`src/rtl/saturated_signed_divider_pkg.sv`:
```
// Shared types and helpers for the saturated signed divider: FSM state
// encoding and two's-complement limits for an arbitrary result width.
package saturated_signed_divider_pkg;

    typedef enum logic [1:0] {
        S_IDLE = 2'd0,
        S_CALC = 2'd1,
        S_DONE = 2'd2
    } state_e;

    // Largest value representable in a signed field of width w.
    function automatic logic signed [63:0] sat_max(input int w);
        return (64'sd1 <<< (w - 1)) - 64'sd1;
    endfunction

    // Most negative value representable in a signed field of width w.
    function automatic logic signed [63:0] sat_min(input int w);
        return -(64'sd1 <<< (w - 1));
    endfunction

endpackage

```
`src/rtl/saturated_signed_divider_step.sv`:
```
// One combinational restoring-division step on unsigned magnitudes:
// shift the next dividend bit into the remainder, subtract the divisor if it fits.
module unsigned_div_step #(
    parameter int BS = 8
) (
    input  logic [BS:0]   rem_i,
    input  logic [BS-1:0] dvs_i,
    input  logic          bit_i,
    output logic [BS:0]   rem_o,
    output logic          q_o
);

    logic [BS+1:0] shifted;
    logic [BS+1:0] diff;

    always_comb begin
        shifted = {rem_i, bit_i};
        diff    = shifted - (BS+2)'(dvs_i);
        q_o     = (shifted >= (BS+2)'(dvs_i));
        // The kept remainder is always below the divisor, so BS+1 bits suffice.
        rem_o   = (BS+1)'(q_o ? diff : shifted);
    end

endmodule

```
`src/rtl/saturated_signed_divider.sv`:
```
// Multi-cycle signed fixed-point divider: out = trunc((a << OFFSET) / b),
// saturated to OUTS bits, with a fixed W+1 cycle latency from accept to result.
module saturated_signed_divider
    import saturated_signed_divider_pkg::*;
#(
    parameter int AS     = 16,
    parameter int BS     = 8,
    parameter int OFFSET = 8,
    parameter int OUTS   = AS
) (
    input  logic            clk,
    input  logic            rst_n,
    input  logic            in_valid,
    output logic            in_ready,
    input  logic [AS-1:0]   a,
    input  logic [BS-1:0]   b,
    output logic            out_valid,
    input  logic            out_ready,
    output logic [OUTS-1:0] out,
    output logic            sat,
    output logic            dbz
);

    localparam int W  = AS + OFFSET;
    localparam int CW = $clog2(W);
    localparam logic [OUTS-1:0] OUT_MAX = OUTS'(sat_max(OUTS));
    localparam logic [OUTS-1:0] OUT_MIN = OUTS'(sat_min(OUTS));

    state_e          state_q, state_d;
    logic [CW-1:0]   cnt_q, cnt_d;
    logic            fin_q, fin_d;
    logic [W-1:0]    dq_q, dq_d;      // dividend shifts out MSB-first, quotient shifts in LSB
    logic [BS:0]     rem_q, rem_d;
    logic [BS-1:0]   dvs_q, dvs_d;
    logic            neg_q, neg_d;
    logic            a_neg_q, a_neg_d;
    logic            zero_q, zero_d;
    logic [OUTS-1:0] out_q, out_d;
    logic            sat_q, sat_d;
    logic            dbz_q, dbz_d;

    logic [BS:0]         step_rem;
    logic                step_q;
    logic [AS:0]         a_ext, a_mag;
    logic [BS:0]         b_ext, b_mag;
    logic signed [63:0]  mag_l, val;

    unsigned_div_step #(.BS(BS)) u_step (
        .rem_i (rem_q),
        .dvs_i (dvs_q),
        .bit_i (dq_q[W-1]),
        .rem_o (step_rem),
        .q_o   (step_q)
    );

    always_comb begin
        // NOTE: every variable gets a default first so no path leaves one unassigned (no latches).
        state_d = state_q;
        cnt_d   = cnt_q;
        fin_d   = fin_q;
        dq_d    = dq_q;
        rem_d   = rem_q;
        dvs_d   = dvs_q;
        neg_d   = neg_q;
        a_neg_d = a_neg_q;
        zero_d  = zero_q;
        out_d   = out_q;
        sat_d   = sat_q;
        dbz_d   = dbz_q;

        // One extra bit keeps the magnitude of the most negative operand exact.
        a_ext = {a[AS-1], a};
        a_mag = a_ext[AS] ? -a_ext : a_ext;
        b_ext = {b[BS-1], b};
        b_mag = b_ext[BS] ? -b_ext : b_ext;
        mag_l = 64'(dq_q);
        val   = neg_q ? -mag_l : mag_l;

        unique case (state_q)
            S_IDLE: begin
                if (in_valid) begin
                    state_d = S_CALC;
                    a_neg_d = a[AS-1];
                    neg_d   = a[AS-1] ^ b[BS-1];
                    zero_d  = (b == '0);
                    dq_d    = W'({a_mag, {OFFSET{1'b0}}});
                    dvs_d   = BS'(b_mag);
                    rem_d   = '0;
                    cnt_d   = CW'(W - 1);
                    fin_d   = 1'b0;
                end
            end
            S_CALC: begin
                if (!fin_q) begin
                    dq_d  = {dq_q[W-2:0], step_q};
                    rem_d = step_rem;
                    if (cnt_q == '0) fin_d = 1'b1;
                    else             cnt_d = cnt_q - 1'b1;
                end else begin
                    state_d = S_DONE;
                    fin_d   = 1'b0;
                    dbz_d   = zero_q;
                    if (zero_q) begin
                        out_d = a_neg_q ? OUT_MIN : OUT_MAX;
                        sat_d = 1'b1;
                    end else if (val > sat_max(OUTS)) begin
                        out_d = OUT_MAX;
                        sat_d = 1'b1;
                    end else if (val < sat_min(OUTS)) begin
                        out_d = OUT_MIN;
                        sat_d = 1'b1;
                    end else begin
                        out_d = OUTS'(val);
                        sat_d = 1'b0;
                    end
                end
            end
            S_DONE: begin
                if (out_ready) state_d = S_IDLE;
            end
            default: state_d = S_IDLE;
        endcase
    end

    // NOTE: sequential state uses non-blocking assignments so every register samples pre-edge values.
    always_ff @(posedge clk or negedge rst_n) begin
        if (!rst_n) begin
            state_q <= S_IDLE;
            cnt_q   <= '0;
            fin_q   <= 1'b0;
            dq_q    <= '0;
            rem_q   <= '0;
            dvs_q   <= '0;
            neg_q   <= 1'b0;
            a_neg_q <= 1'b0;
            zero_q  <= 1'b0;
            out_q   <= '0;
            sat_q   <= 1'b0;
            dbz_q   <= 1'b0;
        end else begin
            state_q <= state_d;
            cnt_q   <= cnt_d;
            fin_q   <= fin_d;
            dq_q    <= dq_d;
            rem_q   <= rem_d;
            dvs_q   <= dvs_d;
            neg_q   <= neg_d;
            a_neg_q <= a_neg_d;
            zero_q  <= zero_d;
            out_q   <= out_d;
            sat_q   <= sat_d;
            dbz_q   <= dbz_d;
        end
    end

    assign in_ready  = (state_q == S_IDLE);
    assign out_valid = (state_q == S_DONE);
    assign out       = out_q;
    assign sat       = sat_q;
    assign dbz       = dbz_q;

endmodule

```
`config.mk`:
```
export PLATFORM = sky130hd
export DESIGN_NAME = saturated_signed_divider
export DESIGN_NICKNAME = d
export VERILOG_FILES = /design/src/rtl/saturated_signed_divider_pkg.sv /design/src/rtl/saturated_signed_divider_step.sv /design/src/rtl/saturated_signed_divider.sv
export SDC_FILE = /design/constraint.sdc
export NUM_CORES = 1
export LEC_CHECK = 0
export ABC_AREA = 1
export CORE_MARGIN = 5
export CORE_UTILIZATION = 40
export CTS_BUF_LIST = sky130_fd_sc_hd__clkbuf_4
export CTS_CLUSTER_SIZE = 30
export DETAILED_ROUTE_END_ITERATION = 12
export PLACE_DENSITY = 0.6
export SYNTH_ARGS = -nofsm -noshare
export SYNTH_HDL_FRONTEND = slang
export SYNTH_SLANG_ARGS = --single-unit
```
`constraint.sdc`:
```
create_clock -name clk -period 4.2 [get_ports clk]
set_clock_uncertainty 0.15 [all_clocks]
set_input_delay 1.26 -clock clk [delete_from_list [all_inputs] [get_ports clk]]
set_output_delay 1.26 -clock clk [all_outputs]
set_load 0.005 [all_outputs]
```
==> summary.txt <==
status -> completed
CTS clk-pin slew, worst paths -> 0.11 ns
Mapped Area -> 5017 um^2
startpoint class of the critical path -> input pin
Total Wirelength -> 12,950 um
drc violations -> 0
Worst-Margin Slew -> 0.6473 ns
total number of vias -> 4,799
Post-synth EDFFs -> 0
overall power consumption -> 4648 uW
WP data arrival -> 3.23 ns
kind of critical path -> in -> reg
Post-synth ARST share -> 100.0%
Ys Warns -> 0
clk_lat worst skew -> 0.43 ns
clock sink count -> 70
met2 Usage GRT -> 31.53%
worst-path cell with the longest stage delay -> clkdlybuf4s50_1
H-tree Lvls -> 3
deepest clock path buffer count -> 2
shortest period the worst path allows -> 3.032 ns
DRT Pass-1 Iters -> 4
initial antenna violation count -> 0
Post-CTS Setup Repair Bufs -> 0
post-synthesis sequential area ratio -> 34.91%
Most Crowded Layer GR -> met2
hpwl dp -> 10,090 um
initial drt markers -> 288
RSZ-0062 raised after global routing -> false
setup TNS -> 0 ns
# IOs -> 48
hold buffer count at cts -> 0
CTS buffer count -> 9
Syn-to-layout area delta -> 15.09%
Top delay family on crit path -> simple AND/OR/NAND/NOR gates
CP required -> 4.40 ns
n_diodes -> 0
CP cell instances -> clkdlybuf4s50_1 -> inv_1 -> ha_1 -> inv_1 -> nor3_1 -> nand2_1 -> nor3_1 -> inv_1 -> o31ai_1 -> a21oi_1 -> o21ai_0 -> nand2_1 -> o21ai_0
Cell variety after synth -> 43
GP Congestion -> 0.8765
slowest stage delay, CP -> 0.44 ns
Max VDD drop -> 332.0 uV
ys flop type -> dfrtp_1
syn nets -> 764
Post-DRT Antenna Nets -> 0
final setup vio count -> 0
share of layout cells above drive strength 1 -> 10.49%
Yosys reg bits -> 70
die area -> 14,880 um^2
Top cell by count, worst path -> inv_1
CP Max Fanout -> 3
max_cap viols -> 0
met3 Usage GRT -> 3.343%
Worst setup EP type -> register
Initial Utilization -> 40.25%
FILL cells -> 1,297
Hold Vio Cnt, Final -> 0
pin count of the biggest net entering global routing -> 39
post-synthesis area per instance -> 6.959 um^2
Die W -> 122.0 um
Max transition margin -> 56.69%
core area -> 12,470 um^2
Mapped Cells -> 721
CTS tree -> built
nets@finish -> 810
Fmax -> 329.9 MHz
Post-CTS Resized -> 0
Die Y -> 122.0 um
GR Util All Layers -> 18.24%
vias in the first global route -> 4,612
final period utilization -> 72.18%
root buffer selected by CTS -> clkbuf_4
drt wl/cell -> 13.72 um
first-pass GRT wire length -> 21,640 um
row count -> 41
Leak Pwr -> 0.002745 uW
global route total overflow -> 0
Max Slew Vio Count -> 0
IO buf count -> 47
Vias/cell -> 5.084
worst min-delay path class -> reg -> reg
CP bufs+invs -> 4
grt met1 use -> 22.94%
P per Cell Area -> 805.0 nW/um^2
==> cell families (layout without fill, tap and decap cells) <==
family	Yosys count	count (layout)	share of synthesized area, %
AOI/OAI and AO/OA	123	123	14.04
buffers and inverters	122	173	9.501
xor gates and xnor gates	21	21	3.666
adders and majority gates	15	15	3.890
and+or+nand+nor	370	370	33.99
DFF	70	70	34.91
==> synthesized netlist by cell type (all sizes together) (2+ instances only) <==
| master | instances | area share (%) |
|---|---|---|
| a21oi | 23 | 2.4 |
| buf | 9 | 1.0 |
| clkbuf | 10 | 0.75 |
| dfrtp | 70 | 35 |
| ha | 14 | 3.5 |
| inv | 103 | 7.7 |
| nand2 | 186 | 15 |
| nand3 | 66 | 7.0 |
| nand4 | 9 | 1.4 |
| nor2 | 85 | 7.8 |
| nor3 | 9 | 0.90 |
| o211ai | 11 | 1.6 |
| o21ai | 66 | 6.7 |
| o22ai | 11 | 1.4 |
| o31ai | 3 | 0.45 |
| o41ai | 2 | 0.35 |
| or2 | 12 | 1.5 |
| xnor2 | 6 | 1.0 |
| xor2 | 15 | 2.6 |
==> sequential cells by signal (all words and copies together) (netlist names) <==
| signal | flops |
|---|---|
| dq_q | 24 |
| out | 16 |
| rem_q | 9 |
| dvs_q | 8 |
| cnt_q | 5 |
| state_q | 2 |
| a_neg_q | 1 |
| dbz | 1 |
| fin_q | 1 |
| neg_q | 1 |
| sat | 1 |
| zero_q | 1 |
==> power breakdown <==
part | switching [uW] | internal (uW) | total, uW
Clock | 255 | 126 | 381
Combinational | 1830 | 1130 | 2970
Sequential | 285 | 1020 | 1300
==> layout make-up <==
type | count | area (um^2) | area share (%)
flip-flops and latches | 70 | 1752 | 30.34
repair buffers | 54 | 518.0 | 8.971
inverters | 103 | 386.6 | 6.696
well taps | 172 | 215.2 | 3.727
clock buffers | 10 | 75.07 | 1.300
multi-input cells | 529 | 2789 | 48.30
clock inverters | 6 | 38.79 | 0.6717
==> routing by layer <==
| metal | vias up | part of all wire, % |
|---|---|---|
| met1 | 2242 | 45 |
| met5 | - | 0 |
| met2 | 107 | 49 |
| li1 | 2424 | - |
| met4 | 0 | 2.2 |
| met3 | 26 | 3.8 |
==> worst reg2reg max path: stages, from the launching register on <==
cell	delay, ns
dfrtp_1	0.55
inv_1	0.17
ha_1	0.25
fa_1	0.41
o21ai_0	0.35
nand2_1	0.12
inv_1	0.07
nor2_1	0.14
inv_1	0.26
nor2_1	0.07
a31oi_1	0.18
o22ai_1	0.09
==> cell usage in the layout (no fill, tap or decap), types with 3 or more instances in the layout <==
master,synthesis,final
nand2_1,169,169
inv_1,97,97
nor2_1,70,70
dfrtp_1,70,70
nand3_1,62,62
o21ai_0,60,60
clkdlybuf4s50_1,0,46
a21oi_1,22,22
nand2_2,15,15
xor2_1,15,15
ha_1,14,14
or2_2,12,12
o211ai_1,11,11
o22ai_1,11,11
clkbuf_4,0,10
nor3_1,9,9
nor2_2,8,8
nand4_1,8,8
nor2_4,7,7
buf_4,1,7
inv_2,6,6
xnor2_1,6,6
nand3_2,4,4
o21ai_1,4,4
o31ai_1,3,3
==> final timing paths <==
path / start / end / slack [ns] / cells after the start
max in group asynchronous: rst_n / dq_q[12]$_DFFE_PN0P_ / 2.37 / 2
min reg2reg: out[15]$_DFFE_PN0P_ / out[15]$_DFFE_PN0P_ / 0.34 / 2
max: a[0] / dq_q[20]$_DFFE_PN0P_ / 1.17 / 13
min: out[15]$_DFFE_PN0P_ / out[15]$_DFFE_PN0P_ / 0.34 / 2
max reg2reg: dq_q[23]$_DFFE_PN0P_ / rem_q[3]$_DFFE_PN0P_ / 1.28 / 11
min in group asynchronous: rst_n / out[2]$_DFFE_PN0P_ / 0.66 / 1
==> metrics by stage <==
step           instances  instance area [um^2]  util [%]  worst slack, ns  hold slack, ns
2_1_floorplan        721                  5017         -            1.434          0.2964
3_5_place_dp         928                  5660     45.41           0.7602          0.3190
3_3_place_gp         928                  5660     45.41           0.7804          0.3174
4_1_cts              944                  5774     46.32            1.207          0.3484
5_1_grt              944                  5774     46.32           0.9502          0.3631
6_report             944                  5774     46.32            1.168          0.3399
Power figures use the tool's default switching activity.
